--- src/rtl/serial_deframer_pkg.sv ---
// Shared types and constants for the serial deframer.
package serial_deframer_pkg;

   localparam int unsigned LEN_W = 8;
   localparam logic [7:0] DEFAULT_SYNC_BYTE = 8'hA5;

   typedef enum logic [1:0] {
      ST_HUNT    = 2'd0,
      ST_LEN     = 2'd1,
      ST_PAYLOAD = 2'd2,
      ST_CHECK   = 2'd3
   } state_t;

endpackage

--- src/rtl/serial_byte_window.sv ---
// LSB-first shift window with a 3-bit bit counter and a byte boundary strobe.
module serial_byte_window (
   input  logic       clk,
   input  logic       rst_n,
   input  logic       bit_in,
   input  logic       bit_valid,
   input  logic       clr_cnt,
   output logic [7:0] win_nxt_c,
   output logic       byte_done_c
);

   logic [7:0] win;
   logic [2:0] bit_cnt;

   // Window value after this cycle's bit; the caller decides on the updated byte.
   assign win_nxt_c   = {bit_in, win[7:1]};
   assign byte_done_c = bit_valid && (bit_cnt == 3'd7);

   // Shift and count only on valid bits; counter restarts when sync is found.
   always_ff @(posedge clk) begin
      if (!rst_n) begin
         win     <= 8'd0;
         bit_cnt <= 3'd0;
      end else if (bit_valid) begin
         win <= win_nxt_c;
         if (clr_cnt) begin
            bit_cnt <= 3'd0;
         end else begin
            bit_cnt <= bit_cnt + 3'd1;
         end
      end
   end

endmodule

--- src/rtl/serial_deframer.sv ---
// Sync-hunting frame parser: sync, length, payload, checksum; payload on valid/ready.
module serial_deframer
   import serial_deframer_pkg::*;
#(
   parameter logic [7:0]  SYNC_BYTE = DEFAULT_SYNC_BYTE,
   parameter int unsigned MAX_LEN   = 16
) (
   input  logic       clk,
   input  logic       rst_n,
   input  logic       bit_in,
   input  logic       bit_valid,
   output logic [7:0] out_data,
   output logic       out_valid,
   input  logic       out_ready,
   output logic       out_last,
   output logic       frame_ok,
   output logic       frame_err,
   output logic       overflow,
   output logic       in_sync
);

   localparam logic [LEN_W-1:0] MAX_LEN_B = LEN_W'(MAX_LEN);

   state_t           state;
   logic [LEN_W-1:0] remaining;
   logic [7:0]       sum;
   logic             bad;

   logic [7:0]       byte_c;
   logic             byte_done_c;
   logic             sync_hit_c;

   // A sync match in HUNT also restarts byte alignment.
   assign sync_hit_c = (state == ST_HUNT) && (byte_c == SYNC_BYTE);

   serial_byte_window u_window (
      .clk         (clk),
      .rst_n       (rst_n),
      .bit_in      (bit_in),
      .bit_valid   (bit_valid),
      .clr_cnt     (sync_hit_c),
      .win_nxt_c   (byte_c),
      .byte_done_c (byte_done_c)
   );

   // Frame FSM, running checksum and single-entry output register.
   always_ff @(posedge clk) begin
      if (!rst_n) begin
         state     <= ST_HUNT;
         remaining <= '0;
         sum       <= 8'd0;
         bad       <= 1'b0;
         out_data  <= 8'd0;
         out_valid <= 1'b0;
         out_last  <= 1'b0;
         frame_ok  <= 1'b0;
         frame_err <= 1'b0;
         overflow  <= 1'b0;
         in_sync   <= 1'b0;
      end else begin
         frame_ok  <= 1'b0;
         frame_err <= 1'b0;
         overflow  <= 1'b0;

         // Accept frees the register; a same-cycle load below overrides this.
         if (out_valid && out_ready) begin
            out_valid <= 1'b0;
            out_last  <= 1'b0;
         end

         if (bit_valid) begin
            case (state)
               ST_HUNT: begin
                  if (sync_hit_c) begin
                     state   <= ST_LEN;
                     in_sync <= 1'b1;
                  end
               end
               ST_LEN: begin
                  if (byte_done_c) begin
                     if ((byte_c == 8'd0) || (byte_c > MAX_LEN_B)) begin
                        frame_err <= 1'b1;
                        in_sync   <= 1'b0;
                        state     <= ST_HUNT;
                     end else begin
                        remaining <= byte_c;
                        sum       <= 8'd0;
                        bad       <= 1'b0;
                        state     <= ST_PAYLOAD;
                     end
                  end
               end
               ST_PAYLOAD: begin
                  if (byte_done_c) begin
                     sum       <= sum + byte_c;
                     remaining <= remaining - LEN_W'(1);
                     if (!out_valid || out_ready) begin
                        out_data  <= byte_c;
                        out_valid <= 1'b1;
                        out_last  <= (remaining == LEN_W'(1));
                     end else begin
                        // Held byte is never retracted; the new one is lost.
                        overflow <= 1'b1;
                        bad      <= 1'b1;
                     end
                     if (remaining == LEN_W'(1)) begin
                        state <= ST_CHECK;
                     end
                  end
               end
               ST_CHECK: begin
                  if (byte_done_c) begin
                     if ((byte_c == sum) && !bad) begin
                        frame_ok <= 1'b1;
                     end else begin
                        frame_err <= 1'b1;
                     end
                     in_sync <= 1'b0;
                     state   <= ST_HUNT;
                  end
               end
               default: begin
                  state   <= ST_HUNT;
                  in_sync <= 1'b0;
               end
            endcase
         end
      end
   end

endmodule

--- config.mk ---
export PLATFORM = sky130hd
export DESIGN_NAME = serial_deframer
export DESIGN_NICKNAME = d
export VERILOG_FILES = /design/src/rtl/serial_deframer_pkg.sv /design/src/rtl/serial_byte_window.sv /design/src/rtl/serial_deframer.sv
export SDC_FILE = /design/constraint.sdc
export NUM_CORES = 1
export LEC_CHECK = 0
export ABC_AREA = 0
export BUFFER_PORTS_ARGS = -buffer_cell sky130_fd_sc_hd__buf_2
export CAP_MARGIN = 10
export CORE_MARGIN = 2
export CORE_UTILIZATION = 55
export CTS_BUF_LIST = sky130_fd_sc_hd__clkbuf_8
export DETAILED_ROUTE_END_ITERATION = 8
export PLACE_DENSITY = 0.77
export SETUP_SLACK_MARGIN = 0.15
export SLEW_MARGIN = 20
export SYNTH_ARGS = -nofsm -noshare
export SYNTH_HDL_FRONTEND = slang
export SYNTH_SLANG_ARGS = --single-unit
--- constraint.sdc ---
create_clock -name clk -period 2.8 [get_ports clk]
set_input_delay 0.42 -clock clk [delete_from_list [all_inputs] [get_ports clk]]
set_output_delay 0.42 -clock clk [all_outputs]
set_load 0.005 [all_outputs]
==> metrics.txt <==
syn avg cell area=8.78 µm²; Worst-path clk slew=0.08 ns; WS Path Type=flop to flop; Setup Viol. Count Final=0; die area=0.00492 mm²; Hold Vio Cnt, Final=0; antenna violations before repair=0; Post-Synthesis Cells=approximately 270; combinational share of power=0.043; worst slack, placed=0.449 ns; worst min path class=flop to flop; Synth Area in Adders=0.0863; GP Congestion=0.814; port bufs=18; Fmax=423 MHz; part of the power in registers=0.548; power per cell area=431 mW/mm²; Slowest cell on crit path=or4_1; Syn Nets=295; Post-CTS Hold Fix Bufs=0; Synth Area in Compound Gates=0.160; sw power=238 µW; Site Rows=24; mux cell area share after synthesis=0.0879; Buf+Inv Stages, Crit Path=0; vias in the first global route=1853; Post-synth EDFFs=0; largest net degree at the start of global routing=55; Clock Latency Late Sink=0.29 ns; CTS tree=done; CP endpoint kind=flop; H-Tree Depth=2; sw frac=0.210; Startpoint Class=flop; CP Depth=5; first-pass GRT wire length=8.35 mm; Synth async-reset ratio=0; crit path to=sum[7]; Cell Chain, Critical Path=nor4_2 -> mux2i_1 -> o21ai_1 -> and3_1 -> or4_1; CTS Sinks=43; final WL=4.87 mm; r2r setup slk=0.43 ns; Initial Utilization=0.560; Clk network pwr share=0.409; Placed Cells=between 300 and 400; DP HPWL=3.38 mm; RSZ-0062 raised after global routing=false; share of cells above drive strength 1=0.115; reg2reg start=u_window.win[2]; CTS Root Cell=clkbuf_8; via count=approximately 2000; VDD IR max=327 µV; Worst Max-Slew Pin Slew=0.893 ns; min Tclk post-route=about 2.4 ns; wire per inst=14.3 µm; xor/xnor share of the synthesized area=0.0218; Critical Path RT=2.97 ns; worst clock skew=0.00492 ns; Initial DRC Count=154; DR pass1 iterations=4; critical path startpoint=u_window.win[2]; Crit Path Max Fanout=13; R2R cell count=5; Synth Area in Simple Gates=0.239; PnR worst setup slack=0.433 ns; setup repair bufs after CTS=0; sequential-to-total area share from yosys stat=0.358; Leak=1.12 nW; Max Slew Vio Count=0; largest family of logic cells by synthesized area=simple AND/OR/NAND/NOR gates; grt ovf=0; FF-to-FF End=sum[7]; Netlist cell types=between 40 and 50; CTS Buf Count=5; Max-cap violations=0; Mapped Area=0.00241 mm²; Period Utilization, post-route=0.845; vias per inst=just under 6; total global-route track usage=0.210; Synth Register Bits=43; IO Pins=19; ANT nets after route=0; fin nets=309; status=complete, no violations; overall die height=between 70 and 80 µm; Layout Cells excl Fill=340; Final Util=0.611; Yosys warnings=0; Relative slew margins=0.401; slowest stage delay, CP=approximately 0.50 ns; core area=0.00429 mm²; Synth Flop Type=dfxtp_1; Syn-to-layout area delta=9.05%; Worst EP arrival=2.54 ns; Antenna Cells=0; setup_tns=0 ns; Top delay family on crit path=simple AND/OR/NAND/NOR gates; Max clock buf depth=2; internal power=~890 µW; cts repair resizes=0; die width=70.1 µm; Post-route DRC=0
tightest hold or removal path, cell delays in order, from the launching register on:
cell     delay (ns)
dfxtp_1        0.32
nand2_1        0.05
mux2i_1        0.06
worst min-delay path by stage:
stage,start,to,depth (start not counted)
after CTS,in_sync,in_sync,2
after global placement,in_sync,in_sync,2
after floorplan,bad,bad,2
after detailed placement,in_sync,in_sync,2
final,in_sync,in_sync,2
after global routing,sum[3],sum[3],2
cells in the mapped netlist (3+ instances only):
| master | instances | area [µm²] |
|---|---|---|
| a21boi_0 | 8 | 60.1 |
| a21oi_1 | 11 | 55.1 |
| and2_1 | 3 | 18.8 |
| and3_1 | 4 | 25.0 |
| clkbuf_1 | 10 | 37.5 |
| dfxtp_1 | 43 | 861 |
| ha_1 | 15 | 188 |
| inv_1 | 12 | 45.0 |
| mux2i_1 | 20 | 200 |
| nand2_1 | 24 | 90.1 |
| nand3_1 | 14 | 70.1 |
| nand4_1 | 3 | 18.8 |
| nor2_1 | 11 | 41.3 |
| nor2b_1 | 23 | 144 |
| nor4_1 | 5 | 31.3 |
| o21a_1 | 4 | 30.0 |
| o21ai_0 | 13 | 65.1 |
| o21ai_1 | 3 | 15.0 |
| o22ai_1 | 3 | 18.8 |
| o31ai_1 | 4 | 30.0 |
| xnor2_1 | 3 | 26.3 |
| xor2_1 | 3 | 26.3 |
registers in the layout, indices dropped and copies added, names as in the netlist, named ones only:
name and cells:
out_data 8, state 1, frame_err 1, u_window.bit_cnt 3, overflow 1, sum 8, u_window.win 7, remaining 8
bad 1, frame_ok 1, out_last 1, out_valid 1, in_sync 1
layout by cell type, fill, tap and decap left out, types with 4 or more instances in the layout:
cell      instances
clkbuf_8          5
ha_1             15
a21oi_1          11
nor2_1           11
a21boi_0          8
nor2b_1          23
nand2_1          24
and3_1            4
dfxtp_1          43
o21ai_0          13
mux2i_1          20
buf_2            18
inv_1            13
buf_4             4
o21a_1            4
nor4_1            5
o31ai_1           4
nand3_1          14
routing by layer:
layer	wire length (µm)	up-vias	GRT usage
li1	-	1000	-
met1	2280	932	0.277
met2	2370	30	0.346
met3	162	6	0.0346
met4	63	0	0.0748
met5	0	-	0
power groups by stage:
stage          Clock [mW]  Combinational, mW  Sequential (mW)
2_1_floorplan           0             0.0384            0.633
3_3_place_gp            0             0.0476            0.635
3_5_place_dp            0             0.0484            0.635
5_1_grt             0.487             0.0539            0.621
6_report            0.463             0.0487            0.620
4_1_cts             0.469             0.0487            0.620
final cells by class:
class	instances	area, µm²
fillers	382	1670
clock buffers	5	68.8
inverters	12	45.0
repair buffers	22	120
flip-flops and latches	43	861
well taps	52	65.1
multi-input cells	204	1430
clock inverters	2	33.8
stage by stage:
step | power (mW) | instance area (µm²) | hold WS [ns]
2_1_floorplan | 0.671 | 2410 | 0.437
3_3_place_gp | 0.682 | 2520 | 0.458
3_5_place_dp | 0.683 | 2520 | 0.457
4_1_cts | 1.14 | 2620 | 0.474
5_1_grt | 1.16 | 2620 | 0.503
6_report | 1.13 | 2620 | 0.469
cell families (layout without fill, tap and decap cells):
group	count (synthesis)	in the layout
simple gates	102	102
compound gates	59	59
flops	43	43
buf+inv	27	41
mux	21	21
fa+ha+maj	16	16
xor+xnor	6	6
(Power assumes the default switching activity.)
